## src/rtl/booth_seq_divider.sv

```systemverilog
// booth_seq_divider: sequential signed restoring divider with start/done handshake
module booth_seq_divider #(
  parameter int WIDTH = 4
) (
  input  logic             clk,
  input  logic             rst,
  input  logic             start,
  input  logic [WIDTH-1:0] dividend,
  input  logic [WIDTH-1:0] divisor,
  output logic [WIDTH-1:0] quotient,
  output logic [WIDTH-1:0] remainder,
  output logic             busy,
  output logic             done,
  output logic             div_by_zero,
  output logic             overflow
);
  localparam int CW = $clog2(WIDTH + 1);
  typedef enum logic [1:0] {IDLE, CALC, FIX} state_t;
  state_t state;
  logic [WIDTH:0] a, am;
  logic [WIDTH-1:0] b, bm, dvd, t, diff;
  logic [WIDTH-2:0] r;
  logic [CW-1:0] cnt;
  logic neg_q, neg_r, dz, ov, ge;
  always_comb begin
    am = dividend[WIDTH-1] ? -{1'b1, dividend} : {1'b0, dividend};
    bm = divisor[WIDTH-1] ? -divisor : divisor;
    t = {r, a[WIDTH]};
    ge = t >= b;
    diff = t - b;
  end
  // The partial remainder stays below |divisor| <= 2^(WIDTH-1), so WIDTH-1 bits hold it;
  // the WIDTH+1-bit dividend magnitude is shifted out fully, one extra step per operation.
  always_ff @(posedge clk) begin
    if (rst) begin
      state <= IDLE;
      {a, b, r, dvd, cnt, neg_q, neg_r, dz, ov} <= '0;
      {quotient, remainder, busy, done, div_by_zero, overflow} <= '0;
    end else begin
      done <= 1'b0;
      case (state)
        IDLE: if (start) begin
          a <= am;
          b <= bm;
          r <= '0;
          dvd <= dividend;
          neg_q <= dividend[WIDTH-1] ^ divisor[WIDTH-1];
          neg_r <= dividend[WIDTH-1];
          dz <= divisor == '0;
          ov <= dividend == {1'b1, {(WIDTH-1){1'b0}}} && divisor == '1;
          cnt <= '0;
          busy <= 1'b1;
          state <= CALC;
        end
        CALC: begin
          r <= ge ? diff[WIDTH-2:0] : t[WIDTH-2:0];
          a <= {a[WIDTH-1:0], ge};
          cnt <= cnt + 1'b1;
          state <= cnt == CW'(WIDTH) ? FIX : CALC;
        end
        FIX: begin
          quotient <= dz ? '1 : neg_q ? -a[WIDTH-1:0] : a[WIDTH-1:0];
          remainder <= dz ? dvd : neg_r ? -{1'b0, r} : {1'b0, r};
          div_by_zero <= dz;
          overflow <= ov;
          done <= 1'b1;
          busy <= 1'b0;
          state <= IDLE;
        end
        default: state <= IDLE;
      endcase
    end
  end
endmodule

```

## config.mk

```make
export PLATFORM = sky130hd
export DESIGN_NAME = booth_seq_divider
export DESIGN_NICKNAME = d
export VERILOG_FILES = /design/src/rtl/booth_seq_divider.sv
export SDC_FILE = /design/constraint.sdc
export NUM_CORES = 1
export LEC_CHECK = 0
export CELL_PAD_IN_SITES_DETAIL_PLACEMENT = 0
export CELL_PAD_IN_SITES_GLOBAL_PLACEMENT = 2
export CORE_AREA = 2 2 74 90
export DETAILED_ROUTE_END_ITERATION = 12
export DIE_AREA = 0 0 76 92
export PLACE_DENSITY_LB_ADDON = 0.05
export SLEW_MARGIN = 20
export SYNTH_ARGS = -nofsm -noshare
export SYNTH_HDL_FRONTEND = slang
export SYNTH_SLANG_ARGS = --single-unit
```

## constraint.sdc

```tcl
create_clock -name clk -period 1.6 [get_ports clk]
set_input_delay 0.48 -clock clk [delete_from_list [all_inputs] [get_ports clk]]
set_output_delay 0.48 -clock clk [all_outputs]
set_load 0.01 [all_outputs]
```

==> results.md <==
- Total gr overflow: 0
- Metal3 WL: 120 µm
- Final Cycle Share: 1.000
- Initial core utilization: 0.2813
- CTS max path bufs: 2
- Hold-critical path depth: 2
- Initial antenna violation count: 0
- Worst R2R Path Depth: 9
- Placed Instances: 330
- WP data arrival: 1770 ps
- CTS tree: built
- Hold Fails Final Rpt: 0
- Hold Buf Count CTS: 0
- Initial DRT Pass Iterations: 4
- Max-Cap Viols: 0
- IO buf count: 22
- Pre-CTS setup slack: -336.8 ps
- Vias in the first global route: 1506
- Final Skew: 6.827 ps
- Clk Latency, worst-skew pair: 290 ps
- Total wire length: 4269 µm
- Row count: 32
- Reg2reg start: a[4]
- Most common cell after layout, fill and taps aside: dfxtp_1
- Hold Path Origin: quotient[0]
- Via count: 1514
- Yosys reg bits: 36
- Critical R2R Capture: r[1]
- Clk sinks: 36
- Max Slew Vio Count: 0
- Synth Flop Type: dfxtp_1
- Top layer in use: met4
- Crit path max-delay family: adder cells
- Final #Nets: 276
- Run status: finished with violations
- Commonest non-fill, non-tap cells in the layout: dfxtp_1 (35), nand2_1 (32), buf_4 (28)
- DP HPWL: 3365 µm
- Routability cong.: 0.7669
- Cell area after layout: 0.002347 mm²
- Finished Layout Cells: 339
- I/O pins: 23
- Critical Path Max Stage Delay: 340 ps
- Peak fanout along the critical path: 3
- Post-synthesis sequential area ratio: 0.4129
- CP cell instances: inv_2 -> ha_4 -> inv_2 -> fa_2 -> a21oi_2 -> o21ai_2 -> buf_4 -> mux2i_1 -> o21ai_1
- CP Buf/Inv Count: 3
- Via/cell ratio: 4.466
- Die height: 92 µm
- Worst hold path type: flop to flop
- Clock period minus worst slack: 1600 ps
- DR WL/cell: 12.59 µm
- Syn Nets: 230
- Die area: 0.006992 mm²
- Cts bufs inserted: 5
- Warnings, synthesis: 0
- Clock slew at reported path FFs: 80 ps
- Placed Area: 0.002223 mm²
- RSZ-0062 raised after global routing: yes
- Area growth syn-to-layout: 34.48%
- Fraction of layout cells with a size suffix above 1: 0.2047
- Residual DRC: 0
- Fmax: 625.0 MHz
- Root Buffer: clkbuf_8
- Setup crit end kind: flop
- CP Class: flop to flop
- Worst-margin pin slew: 376.4 ps
- N_diodes: 0
- Leak: 0.9899 nW
- Crit path launch type: flop
- DRT met1 WL: 1917 µm
- Core area: 0.006206 mm²
- Mapped cell area: 0.001745 mm²
- Total power: 1.970 mW
- Worst Hold Endpoint: quotient[0]
- Gate count of the mapped netlist: 207
- Final setup vio count: 1
- Ys async rst share: 0
- CP Data Required Time: 1770 ps
- Worst vdd ir: 290.1 µV
- Pwr Density: 839.1 mW/mm²
- Max_slew headroom: 0.7426
- First-pass GRT wire length: 7500 µm
- Largest net degree at the start of global routing: 23
- Violated checks: negative setup slack
- Worst R2R Setup Slack: -0.1 ps
- Final setup margin: -0.09859 ps
- Routed length on met2: 2134 µm
- Slowest CP cell: fa_2
- Mean Syn Cell Area: 8.432 µm²
- GRT Overall Usage: 0.1366
- Synth cell types: 35
- H-tree depth: 2
- Initial DRC count: 70
- Number of synthesized flops with an enable pin: 0
- CP most frequent cell: inv_2
- Worst hold slack: 447.2 ps
- Die X: 76 µm
- ANT nets after route: 0
## synth_stat cells (3+ instances only)
master,n,share of area
clkbuf_1,5,0.011
a21oi_1,17,0.049
dfxtp_1,36,0.41
ha_1,11,0.079
nor3_1,7,0.020
xnor2_1,6,0.030
nor2_1,21,0.045
nand2b_1,8,0.029
mux2i_1,5,0.029
a22oi_1,3,0.013
nand2_1,32,0.069
buf_2,4,0.011
o21ai_0,6,0.017
a222oi_1,4,0.023
a211oi_1,4,0.017
inv_1,15,0.032
## cell type report
class	count	area [µm²]
clock buffers	7	86.33
clock inverters	1	7.507
fillers	659	3859
inverters	15	56.30
multi-input cells	145	947.2
flip-flops and latches	36	721.9
well taps	85	106.4
repair buffers	50	421.7
## metal layers
layer,vias up,global-route usage
met1,692,0.1653
met4,0,0.05000
met5,-,0
li1,788,-
met3,7,0.03543
met2,27,0.2336
## worst register-to-register path, delay by kind of cell (launching register included)
kind | cells | cell delay (ps)
AOI/OAI and AO/OA | 3 | 300
adders and majority gates | 2 | 470
buffers and inverters | 3 | 250
DFF | 1 | 330
muxes | 1 | 140
## cells by family (layout without fill, tap and decap cells)
group,after synthesis,count (layout),synth area share
simple gates,79,79,0.2057
compound gates,40,40,0.1470
flops,36,36,0.4129
buf+inv,26,73,0.06738
fa+ha+maj,12,12,0.09032
xor+xnor,7,7,0.03513
mux,7,7,0.04158
## through the flow
stage	util	setup TNS [ps]
global route	0.3782	-367.7
CTS	0.3752	-49.57
floorplan	-	0
detailed placement	0.3583	-2533
global placement	0.3583	-2613
finish	0.3782	-0.09859
## worst max path at each step
stage	startpoint	endpoint	depth (start not counted)
2_1_floorplan	a[4]	r[0]	8
3_3_place_gp	dividend[0]	a[1]	7
4_1_cts	a[4]	r[1]	9
5_1_grt	a[4]	r[1]	9
6_report	a[4]	r[1]	9
3_5_place_dp	dividend[0]	a[1]	7
## registers in the layout (all words and copies together), names as in the netlist, 2 cells and up
signal     flops
a              5
b              4
cnt            3
dvd            4
quotient       4
r              3
remainder      4
state          2
## power by group
| part | internal (mW) | switching, mW |
|---|---|---|
| combinational | 0.177 | 0.162 |
| clock | 0.350 | 0.325 |
| sequential | 0.929 | 0.0267 |
## repair_timing
item	CTS	global route
endpoints found under the setup margin	18	8
pin swaps	3	7
setup buffers	0	1
gates resized for setup	25	5
endpoints found under the hold margin	0	0
Note: power is estimated with default switching activity, not from simulation.
